$ cat config.mk
export PLATFORM = sky130hd
export DESIGN_NAME = pipe_collision_ctrl
export DESIGN_NICKNAME = d
export VERILOG_FILES = /design/src/rtl/pipe_collision_ctrl.sv
export SDC_FILE = /design/constraint.sdc
export NUM_CORES = 1
export LEC_CHECK = 0
export CORE_AREA = 2 2 94 96
export CTS_BUF_LIST = sky130_fd_sc_hd__clkbuf_16
export DETAILED_ROUTE_END_ITERATION = 10
export DIE_AREA = 0 0 96 98
export GPL_ROUTABILITY_DRIVEN = 0
export PLACE_DENSITY_LB_ADDON = 0.2
export SLEW_MARGIN = 20
export SYNTH_ARGS = -nofsm -noshare
export SYNTH_HDL_FRONTEND = slang
export SYNTH_SLANG_ARGS = --single-unit
$ cat constraint.sdc
create_clock -name i_clk -period 2.67 [get_ports i_clk]
set_clock_uncertainty 0.2 [all_clocks]
set_input_delay 0.534 -clock i_clk [delete_from_list [all_inputs] [get_ports i_clk]]
set_output_delay 0.534 -clock i_clk [all_outputs]
set_load 0.02 [all_outputs]
$ cat src/rtl/pipe_collision_ctrl.sv
// Pipe scroller and collision detector for the bird game: moves one pipe pair per Tick,
// flags pipe/floor hits to the physics block via Stop/Ack, keeps score and a random gap height.
module pipe_collision_ctrl #(
  parameter logic [9:0] SCREEN_W = 10'd640,
  parameter logic [9:0] FLOOR_Y  = 10'd480,
  parameter logic [9:0] PIPE_W   = 10'd60,
  parameter logic [9:0] GAP_H    = 10'd120,
  parameter logic [9:0] GAP_MIN  = 10'd40,
  parameter logic [9:0] SPEED    = 10'd4
) (
  input  logic       i_clk,
  input  logic       i_reset,
  input  logic       i_start,
  input  logic       i_ack,
  input  logic       i_tick,
  input  logic [9:0] i_bird_x_l,
  input  logic [9:0] i_bird_x_r,
  input  logic [9:0] i_bird_y_t,
  input  logic [9:0] i_bird_y_b,
  output logic       o_stop,
  output logic [9:0] o_pipe_x_l,
  output logic [9:0] o_pipe_x_r,
  output logic [9:0] o_gap_y_t,
  output logic [9:0] o_gap_y_b,
  output logic [7:0] o_score,
  output logic       o_q_idle,
  output logic       o_q_run,
  output logic       o_q_hit
);

  typedef enum logic [2:0] {
    S_IDLE = 3'b001,
    S_RUN  = 3'b010,
    S_HIT  = 3'b100
  } state_t;

  state_t     r_state;
  logic [9:0] r_pipe_x_l;
  logic [9:0] r_pipe_x_r;
  logic [9:0] r_gap_y_t;
  logic [9:0] r_gap_y_b;
  logic [7:0] r_score;
  logic       r_scored;
  logic [7:0] r_lfsr;

  logic       w_xov;
  logic       w_ingap;
  logic       w_hit;
  logic       w_score_evt;
  logic       w_lfsr_fb;
  logic [9:0] w_gap_new;

  always_comb begin
    w_xov       = (i_bird_x_r > r_pipe_x_l) && (i_bird_x_l < r_pipe_x_r);
    w_ingap     = (i_bird_y_t >= r_gap_y_t) && (i_bird_y_b <= r_gap_y_b);
    w_hit       = (w_xov && !w_ingap) || (i_bird_y_b >= FLOOR_Y);
    w_score_evt = !r_scored && (r_pipe_x_r < i_bird_x_l);
    // x^8 + x^6 + x^5 + x^4 + 1: maximal length, so the all-zero state is never reached
    w_lfsr_fb   = r_lfsr[7] ^ r_lfsr[5] ^ r_lfsr[4] ^ r_lfsr[3];
    w_gap_new   = GAP_MIN + {2'b00, r_lfsr};
  end

  always_ff @(posedge i_clk) begin
    if (i_reset) begin
      r_state    <= S_IDLE;
      r_pipe_x_l <= SCREEN_W;
      r_pipe_x_r <= SCREEN_W + PIPE_W;
      r_gap_y_t  <= GAP_MIN;
      r_gap_y_b  <= GAP_MIN + GAP_H;
      r_score    <= 8'd0;
      r_scored   <= 1'b0;
      r_lfsr     <= 8'hA5;
    end else begin
      r_lfsr <= {r_lfsr[6:0], w_lfsr_fb};
      case (r_state)
        S_IDLE: begin
          if (i_start) begin
            r_state    <= S_RUN;
            r_pipe_x_l <= SCREEN_W;
            r_pipe_x_r <= SCREEN_W + PIPE_W;
            r_gap_y_t  <= GAP_MIN;
            r_gap_y_b  <= GAP_MIN + GAP_H;
            r_score    <= 8'd0;
            r_scored   <= 1'b0;
          end
        end
        S_RUN: begin
          if (w_hit) begin
            r_state <= S_HIT;
          end else begin
            if (w_score_evt) begin
              if (r_score != 8'hFF) r_score <= r_score + 8'd1;
              r_scored <= 1'b1;
            end
            // A respawn on the same edge as a score clears scored (later NBA wins)
            if (i_tick) begin
              if (r_pipe_x_l < SPEED) begin
                r_pipe_x_l <= SCREEN_W;
                r_pipe_x_r <= SCREEN_W + PIPE_W;
                r_gap_y_t  <= w_gap_new;
                r_gap_y_b  <= w_gap_new + GAP_H;
                r_scored   <= 1'b0;
              end else begin
                r_pipe_x_l <= r_pipe_x_l - SPEED;
                r_pipe_x_r <= r_pipe_x_l - SPEED + PIPE_W;
              end
            end
          end
        end
        S_HIT: begin
          if (i_ack) r_state <= S_IDLE;
        end
        default: r_state <= S_IDLE;
      endcase
    end
  end

  assign o_q_idle   = r_state[0];
  assign o_q_run    = r_state[1];
  assign o_q_hit    = r_state[2];
  assign o_stop     = r_state[2];
  assign o_pipe_x_l = r_pipe_x_l;
  assign o_pipe_x_r = r_pipe_x_r;
  assign o_gap_y_t  = r_gap_y_t;
  assign o_gap_y_b  = r_gap_y_b;
  assign o_score    = r_score;

endmodule

# Yosys cells after proc, flatten, opt, wreduce, memory -nomap -nowiden
# Index checks and enable logic that the tools add are counted.
# Widths: inputs -> output; s select.
totals:
  regBits: 60
  output_inout_bits: 52
  word_cells: 83
op_classes:
  add_sub_neg: 5
  magnitude_cmp: 7
  n_eq_ne: 12
  muxes: 35
  bitwise_logic: 3
  reduce_logical: 13
op_table:
  columns: ["operator", "n"]
  rows:
  - ["$mux 10", 16]
  - ["$pmux 10 s2", 4]
  - ["$mux 8", 4]
  - ["$lt 10x10->1", 2]
  - ["$ne 2x2->1 const B", 8]
  - ["$pmux 8 s2", 1]
  - ["$add 10x6->10 const B", 1]
  - ["$add 9x7->10 const B", 1]
  - ["$ge 10x10->1", 1]
  - ["$ge 10x9->1 const B", 1]
  - ["$gt 10x10->1", 1]
  - ["$le 10x10->1", 1]
  - ["$lt 10x3->1 const B", 1]
  - ["$reduce_and 5->1", 2]
  - ["$sub 10x3->10 const B", 1]
  - ["$add 6x8->9 const A", 1]
  - ["$mux 3", 3]
  - ["$pmux 3 s3", 1]
  - ["$add 8x1->8 const B", 1]
  - ["$ne 8x8->1 const B", 1]
  - ["$reduce_and 3->1", 2]
  - ["$mux 1", 5]
  - ["$logic_and 1x1->1", 4]
  - ["$reduce_and 4->1", 1]
  - ["8 further kinds", 11]

# Depth between registers and ports, before layout
# Gate-level depths: netlist (run 1).
depth:
  depth_word: 7
  mapped_depth: 10
  depth_no_buf: 9

# Least setup slack after synthesis (run 1)
# No wires, ideal clock.
synth_path:
  kind: "in2reg"
  startpoint: "input i_bird_x_l[3]"
  endpoint: "register r_state[1]"
  setup_ns: 0.080
  arrival_time_ns: 2.435
  required_ns: 2.390
  setup_slack_ns: -0.045
  stages: 10
  n_path_buf: 1
  cell_sequence: "inv_1 -> ha_1 -> a21oi_2 -> o21ai_2 -> a2111oi_4 -> nand3b_1 -> o21ba_1 -> buf_6 -> or3_1 -> a211oi_2"
synth_between:
  elab_chain_cells: 6
synth_lines:
  columns: ["item", "line", "rtl"]
  rows:
  - ["from (decl)", "16", "input logic [9:0] i_bird_x_l,"]
  - ["$lt 10x10->1", "54", "w_xov = (i_bird_x_r > r_pipe_x_l) && (i_bird_x_l < r_pipe_x_r);"]
  - ["$logic_and 1x1->1", "54", null]
  - ["$logic_and 1x1->1", "56", "w_hit = (w_xov && !w_ingap) || (i_bird_y_b >= FLOOR_Y);"]
  - ["$logic_or 1x1->1", "56", null]
  - ["$ne 2x2->1 (no source line)", null, null]
  - ["$reduce_and 3->1 (no source line)", null, null]
  - ["to (signal assigned)", "65", "r_state <= S_IDLE;"]
  - ["to (signal assigned)", "78", "r_state <= S_RUN;"]
  - ["to (signal assigned)", "89", "r_state <= S_HIT;"]
  - ["to (decl)", "37", "state_t r_state;"]
# No other way between the ends.
# A chain may end at the register's enable or synchronous reset.

# Final worst setup path (run 1)
layout_path:
  startpoint: "register r_pipe_x_l[9] (netlist: o_pipe_x_l[9])"
  endpoint: "register r_pipe_x_l[5] (netlist: o_pipe_x_l[5])"
layout_between:
  elab_chain_cells: 6
layout_lines:
  columns: ["item", "line", "rtl"]
  rows:
  - ["from (decl)", "38", "logic [9:0] r_pipe_x_l;"]
  - ["from (signal assigned)", "104", "r_pipe_x_l <= r_pipe_x_l - SPEED;"]
  - ["$gt 10x10->1", "54", null]
  - ["$logic_and 1x1->1", "54", null]
  - ["$logic_and 1x1->1", "56", null]
  - ["$logic_or 1x1->1", "56", null]
  - ["$ne 2x2->1 (no source line)", null, null]
  - ["$reduce_and 4->1 (no source line)", null, null]
# Several ways; a longest one is shown, not always the timed one. The select of a mux whose other input is x is not followed.

==> results of run 1 <==
==> placed cells by master (no fill, tap or decap), types with 5 or more instances in the layout <==
cell type        count
inv_2               11
xor2_1               6
nand4_1              8
ha_4                20
buf_6                5
ha_1                20
clkbuf_16            5
inv_1               27
and3_1               6
a21oi_1             13
xnor2_1             15
a22o_1               9
dlymetal6s2s_1       5
a311oi_1             5
mux2i_1             15
clkdlybuf4s50_1     57
buf_2                5
buf_4               79
nor2b_1              7
nand3_1              6
o21ai_0             10
clkbuf_2             7
dlygate4sd2_1       16
dfxtp_2              9
nor3_1               9
nor2_1              35
nand2_1             26
dfxtp_1             44
==> how the worst max path moves through the flow <==
stage	from	to
2_1_floorplan	i_bird_x_l[5]	o_pipe_x_l[6]
3_3_place_gp	i_bird_x_l[3]	o_gap_y_b[0]
3_5_place_dp	i_bird_x_l[3]	o_gap_y_b[2]
4_1_cts	o_pipe_x_r[9]	o_pipe_x_l[6]
5_1_grt	i_bird_y_b[0]	o_pipe_x_l[6]
6_report	o_pipe_x_l[9]	o_pipe_x_l[5]
==> stage by stage <==
stage / instance area (um2) / utilization (%)
floorplan: 3620 / -
global placement: 5110 / 60.4
detailed placement: 5110 / 60.4
CTS: 5630 / 66.5
global route: 5760 / 68.0
finish: 5760 / 68.0
==> power groups by stage <==
| stage | registers [uW] | clock network [uW] | logic (uW) |
|---|---|---|---|
| after floorplan | 838 | 0 | 214 |
| after global routing | 825 | 760 | 512 |
| after global placement | 839 | 0 | 371 |
| after detailed placement | 840 | 0 | 382 |
| final | 822 | 719 | 470 |
| after CTS | 822 | 723 | 450 |
==> cells by family after synthesis <==
logic type / synth area share (%)
AOI/OAI and AO/OA: 19.2
xor gates and xnor gates: 5.13
adders and majority gates: 15.0
buffers and inverters: 7.32
DFF: 29.6
muxes: 4.81
other: 0.105
and+or+nand+nor: 18.9
==> worst register-to-register path: cells and delay by family, from the launching register on <==
| family | cells | cell delay, ps |
|---|---|---|
| adder cells (fa/ha/maj) | 1 | 290 |
| buffers and inverters | 5 | 590 |
| AND/OR/NAND/NOR | 3 | 580 |
| AO/OA/AOI/OAI | 4 | 530 |
| flip-flops | 1 | 330 |
==> layer usage <==
metal,up-vias,share of wire [%],track usage [%]
met2,103,50,39.2
met4,0,1.6,6.04
met5,-,0,0
met3,15,4.9,3.63
li1,1792,-,-
met1,1743,44,29.1
==> sequential cells by signal (all words and copies together), names as in the netlist <==
signal / flops
r_lfsr: 8
r_scored: 1
r_state: 3
o_gap_y_b: 10
o_pipe_x_l: 8
o_gap_y_t: 6
o_pipe_x_r: 9
o_score: 8
==> area by class of cell <==
cell class,instances,area [um2],share of cell area [%]
clock inverters,3,37.5,0.652
clock buffers,5,125,2.17
well taps,108,135,2.35
multi-input cells,302,2660,46.3
repair buffers,180,1580,27.5
inverters,38,143,2.48
flip-flops and latches,53,1070,18.6
==> repair_timing <==
item | in CTS | in global routing
pin swaps | 57 | 27
resized for setup | 95 | 43
endpoints found under the setup margin | 44 | 41
setup buffers | 15 | 3
gates cloned | 1 | 0
==> flow_summary_export.csv, run 1 <==
group,metric,value,unit
run_status,status,"complete, no violations",
sta,finalCritPeriodShare,98.6,%
critical_path,slowest_stage,"nor4_4",
synth,synth_area,3590,um2
synth,synth_area_leaders,"dfxtp_1 (30%), ha_1 (15%), mux2i_1 (4.2%)",
power,combPwrFrac,23.4,%
global_routing,grt_overflow,0,
critical_path,critical_path_class,"flop to flop",
power,pwr_density_cell,349,nW/um2
global_routing,antenna_found_initial,0,
placed_design,dp.cells,665,
die,rows,34,
placed_design,post-place-ws,-731,ps
power,p_int,1500,uW
sta,fin_ws,38.1,ps
power,totalPowerFinal,2010,uW
cts,cts_sinks,53,
synth,synthFlopType,"dfxtp_1",
synth,yosys-top-cells-count,"dfxtp_1 (53), ha_1 (43), inv_1 (37), nor2_1 (36), nand2_1 (26)",
power,leakage,0.00242,uW
die,die_w,96,um
synth,synthCells,410,
cells_and_area,syn2layout_area_growth,60.6,%
synth,postSynthAreaPerCell,8.75,um2
min_path,min_from,"r_lfsr[1]",
critical_path,required,2650,ps
die,start_util,42.4,%
synth,synth.most_common_cell,"dfxtp_1",
sta,drv_slew,0,
cells_and_area,final_cells,689,
power,clockPowerShare,35.8,%
synth,synth.top_cell.area_share,29.6,%
routing,drc_errors,0,
power,p_sw_share,25.6,%
sta,fin_setup_tns,0,ps
sta,finalCriticalPeriod,2630,ps
cells_and_area,nets,668,
global_routing,grt_start_max_net_pins,16,
critical_path,reg2reg_to,"o_pipe_x_l[5]",
critical_path,path_max_fanout,5,
synth,synthArstFlopShare,0,%
synth,synth_edf_count,0,
placed_design,portBuffers,93,
min_path,hold_path.class,"flop to flop",
cells_and_area,fillers,662,
die,ioPinCount,97,
cts,root_buffer,"clkbuf_16",
critical_path,r2r_start,"o_pipe_x_l[9]",
power,irDropWorstVdd,0.000373,V
global_routing,grt_pass1_vias,3643,
cts,h-tree-depth,2,
power,power_frac_seq,40.9,%
routing,postRouteAntennaNets,0,
synth,ys_seq_area_share,29.6,%
cts,cts_tree,"yes",
sta,setup_viol,0,
die,die_h,98,um
critical_path,critPathBufInv,5,
cells_and_area,n_antenna_cell,0,
routing,detail_route.vias_per_cell,5.30,
critical_path,path_cells,"inv_1 > ha_1 > nand4_1 > buf_4 > nor4_4 > a31oi_4 > nand3b_1 > o21bai_4 > a31oi_4 > buf_12 > buf_6 > buf_6 > a31o_4",
routing,drt_iter0_markers,114,
sta,finalHoldViolCount,0,
critical_path,cp-start-kind,"flop",
die,fp.dieArea,9410,um2
global_routing,grt_pass1_wl,17.1,mm
cts,cts_hold_buf,0,
sta,fmax,380,MHz
sta,whs,252,ps
routing,vias,3653,
synth,yosysTopAreaCell,"dfxtp_1",
critical_path,arrival,2610,ps
critical_path,worstRegToRegCells,13,
cts,clk-insertion-delay-late,290,ps
global_routing,gr-usage-all-layers,22.7,%
power,p_switching,516,uW
routing,routed_wl,10.8,mm
min_path,holdPathEnd,"r_lfsr[2]",
die,coreArea,8470,um2
placed_design,dp_hpwl,7.86,mm
cts,clk_path_buf_depth,2,
cts,numCtsBuffers,5,
routing,wl_per_cell,15.7,um
critical_path,regToRegSetupSlack,40,ps
critical_path,path_depth,13,
critical_path,path_delay_family,"buffers and inverters",
synth,yosys_warnings,0,
critical_path,slowest_delay,340,ps
critical_path,endpoint_kind,"flop",
synth,synth-seq-cells,53,
sta,rsz0062_at_grt,"true",
routing,dr.pass1.iters,4,
job,drv_cap,0,
min_path,hold_depth,1,
cts,path_clk_slew,60,ps
synth,ys_types,65,
cells_and_area,drive_gt1_share,32.2,%
Note: power is estimated with default switching activity, not from simulation.
==> run 2: changes to the inputs <==
Settings changed: CORE_AREA 2 2 94 96 to 2 2 93 95, DIE_AREA 0 0 96 98 to 0 0 95 97.
Clock period 2.67 ns to 2.7 ns, I/O delays scaled along.
==> run 2 against run 1 <==
  * Die area fell by 2.1%
  * Largest cell class unchanged
  * First-iteration DRC count is 97% higher
  * Critical path depth shrank 1
  * Hold slack better by 21 ps
  * Design area fell by 3.7%
  * Register-to-register slack better by 30 ps
  * Non-clock buffer count fell by 20
  * Highest routed layer unchanged
  * Wire length up 0.22%
  * Sequential power down 1%
  * Count of clock-buffer cells in the layout is the same
  * Sequential share of layout area up 0.60 points
==> flow_summary_export.csv, run 2 (synthesis results as in run 1) <==
group,metric,value,unit
sta,finalCritPeriodShare,98.8,%
global_routing,grt_pass1_vias,3705,
global_routing,grt_pass1_wl,17.3,mm
critical_path,path_delay_family,"compound AO/OA/AOI/OAI gates",
power,clockPowerShare,36.5,%
die,ioPinCount,97,
power,pwr_density_cell,356,nW/um2
power,irDropWorstVdd,0.000312,V
die,fp.dieArea,9220,um2
power,p_int,1460,uW
run_status,status,"complete, no violations",
critical_path,cp-endpoint,"o_pipe_x_r[2]",
cells_and_area,syn2layout_area_growth,54.6,%
sta,whs,273,ps
critical_path,path_cells,"clkdlybuf4s15_1 > ha_1 > a211o_1 > a21oi_2 > o21ai_2 > a41oi_2 > buf_4 > o21bai_4 > a31oi_4 > buf_12 > buf_8 > mux2i_1",
die,die_w,95,um
global_routing,grt_start_max_net_pins,17,
cells_and_area,fillers,641,
routing,routed_wl,10.8,mm
global_routing,grt_util_met1,30.2,%
critical_path,reg2reg_to,"o_pipe_x_r[2]",
global_routing,grtUsageMet2,39.6,%
die,start_util,44.1,%
cts,cts_sinks,53,
critical_path,startpoint,"i_bird_y_t[3]",
min_path,hold_path.class,"flop to flop",
power,combPwrFrac,22.3,%
critical_path,r2r_start,"o_pipe_x_r[5]",
critical_path,critPathBufInv,4,
sta,setup_viol,0,
cts,root_buffer,"clkbuf_16",
sta,finalHoldViolCount,0,
cts,cts_tree,"yes",
critical_path,endpoint_kind,"flop",
critical_path,worstRegToRegCells,10,
global_routing,gr-max-usage-layer,"met2",
routing,detail_route.vias_per_cell,5.36,
cells_and_area,n_antenna_cell,0,
cells_and_area,largest_reg_flops,10,
cts,numCtsBuffers,5,
critical_path,cp-start-kind,"input port",
power,p_switching,511,uW
cts,path_clk_slew,70,ps
global_routing,antenna_found_initial,0,
cells_and_area,nets,648,
critical_path,path_max_fanout,6,
critical_path,path_depth,12,
min_path,min_from,"r_lfsr[2]",
cts,clk-insertion-delay-late,290,ps
sta,fin_ws,31.1,ps
placed_design,dp_hpwl,7.89,mm
critical_path,arrival,2670,ps
cts,cts_hold_buf,0,
critical_path,regToRegSetupSlack,70,ps
global_routing,grt_overflow,0,
routing,postRouteAntennaNets,0,
job,drv_cap,0,
cells_and_area,final_cell_mix,"buf_4 (59), clkdlybuf4s50_1 (57), dfxtp_1 (49)",
cells_and_area,final_util,68.2,%
power,leakage,0.00234,uW
power,power_frac_seq,41.2,%
sta,drv_slew,0,
global_routing,gr-usage-all-layers,23.3,%
die,rows,33,
cells_and_area,drive_gt1_share,26.2,%
routing,drt_iter0_markers,225,
critical_path,required,2700,ps
routing,dr.pass1.iters,4,
placed_design,post-place-ws,-664,ps
die,coreArea,8130,um2
cts,clk_path_buf_depth,2,
die,die_h,97,um
sta,finalCriticalPeriod,2670,ps
routing,vias,3570,
power,p_sw_share,25.9,%
placed_design,portBuffers,93,
routing,drc_errors,0,
routing,wl_per_cell,16.3,um
sta,fmax,375,MHz
cells_and_area,mostFrequentLayoutCell,"buf_4",
critical_path,critical_path_class,"input port to flop",
critical_path,slowest_stage,"ha_1",
critical_path,slowest_delay,310,ps
cts,h-tree-depth,2,
global_routing,met3_usage,3.43,%
[run 2: changes by cell type in the layout (fill, tap and decap cells not counted), moves of 3 or more]
cell | previous run | this run
buf_4 | 79 | 59
dfxtp_1 | 44 | 49
dfxtp_2 | 9 | 4
ha_1 | 20 | 24
ha_4 | 20 | 16
buf_12 | 4 | 1
clkbuf_2 | 7 | 4
dlygate4sd2_1 | 16 | 19
inv_2 | 11 | 8
[run 2: power by group through the flow]
stage                     Sequential (uW)  Clock, uW  Combinational [uW]
after floorplan                       828          0                 209
after global placement                830          0                 363
after detailed placement              831          0                 373
after CTS                             813        727                 416
after global routing                  815        752                 474
final                                 814        721                 440
[run 2: worst min path at each step]
stage / to / cells after the start
final: r_lfsr[3] / 1
after global routing: r_lfsr[2] / 1
after CTS: r_lfsr[3] / 1
after detailed placement: r_lfsr[3] / 1
after global placement: r_lfsr[2] / 1
after floorplan: r_lfsr[2] / 1
[run 2: final cells by class]
class / count / area, um2 / area share (%)
multi-input cells: 302 / 2590 / 46.8
repair buffers: 160 / 1450 / 26.1
flip-flops and latches: 53 / 1070 / 19.2
inverters: 38 / 143 / 2.57
well taps: 105 / 131 / 2.37
clock buffers: 5 / 125 / 2.26
clock inverters: 3 / 41.3 / 0.744
[run 2: per-layer routing]
layer  part of all wire, %  up-vias
li1                      -     1751
met1                    45     1689
met2                    48      116
met3                   5.2       14
met4                   1.6        0
met5                     0        -
[run 2: through the flow]
step | power, uW | setup TNS, ps | cells | area [um2]
4_1_cts | 1960 | 0 | 664 | 5450
2_1_floorplan | 1040 | 0 | 412 | 3590
6_report | 1970 | 0 | 666 | 5550
5_1_grt | 2040 | -23.2 | 666 | 5550
3_3_place_gp | 1190 | -21620 | 650 | 4980
3_5_place_dp | 1200 | -24870 | 650 | 4980
[run 2: what timing repair did]
action,CTS,global route
resized for setup,88,30
gates cloned,1,0
buffers inserted,6,2
pin swaps,52,28
setup endpoints to repair,44,36
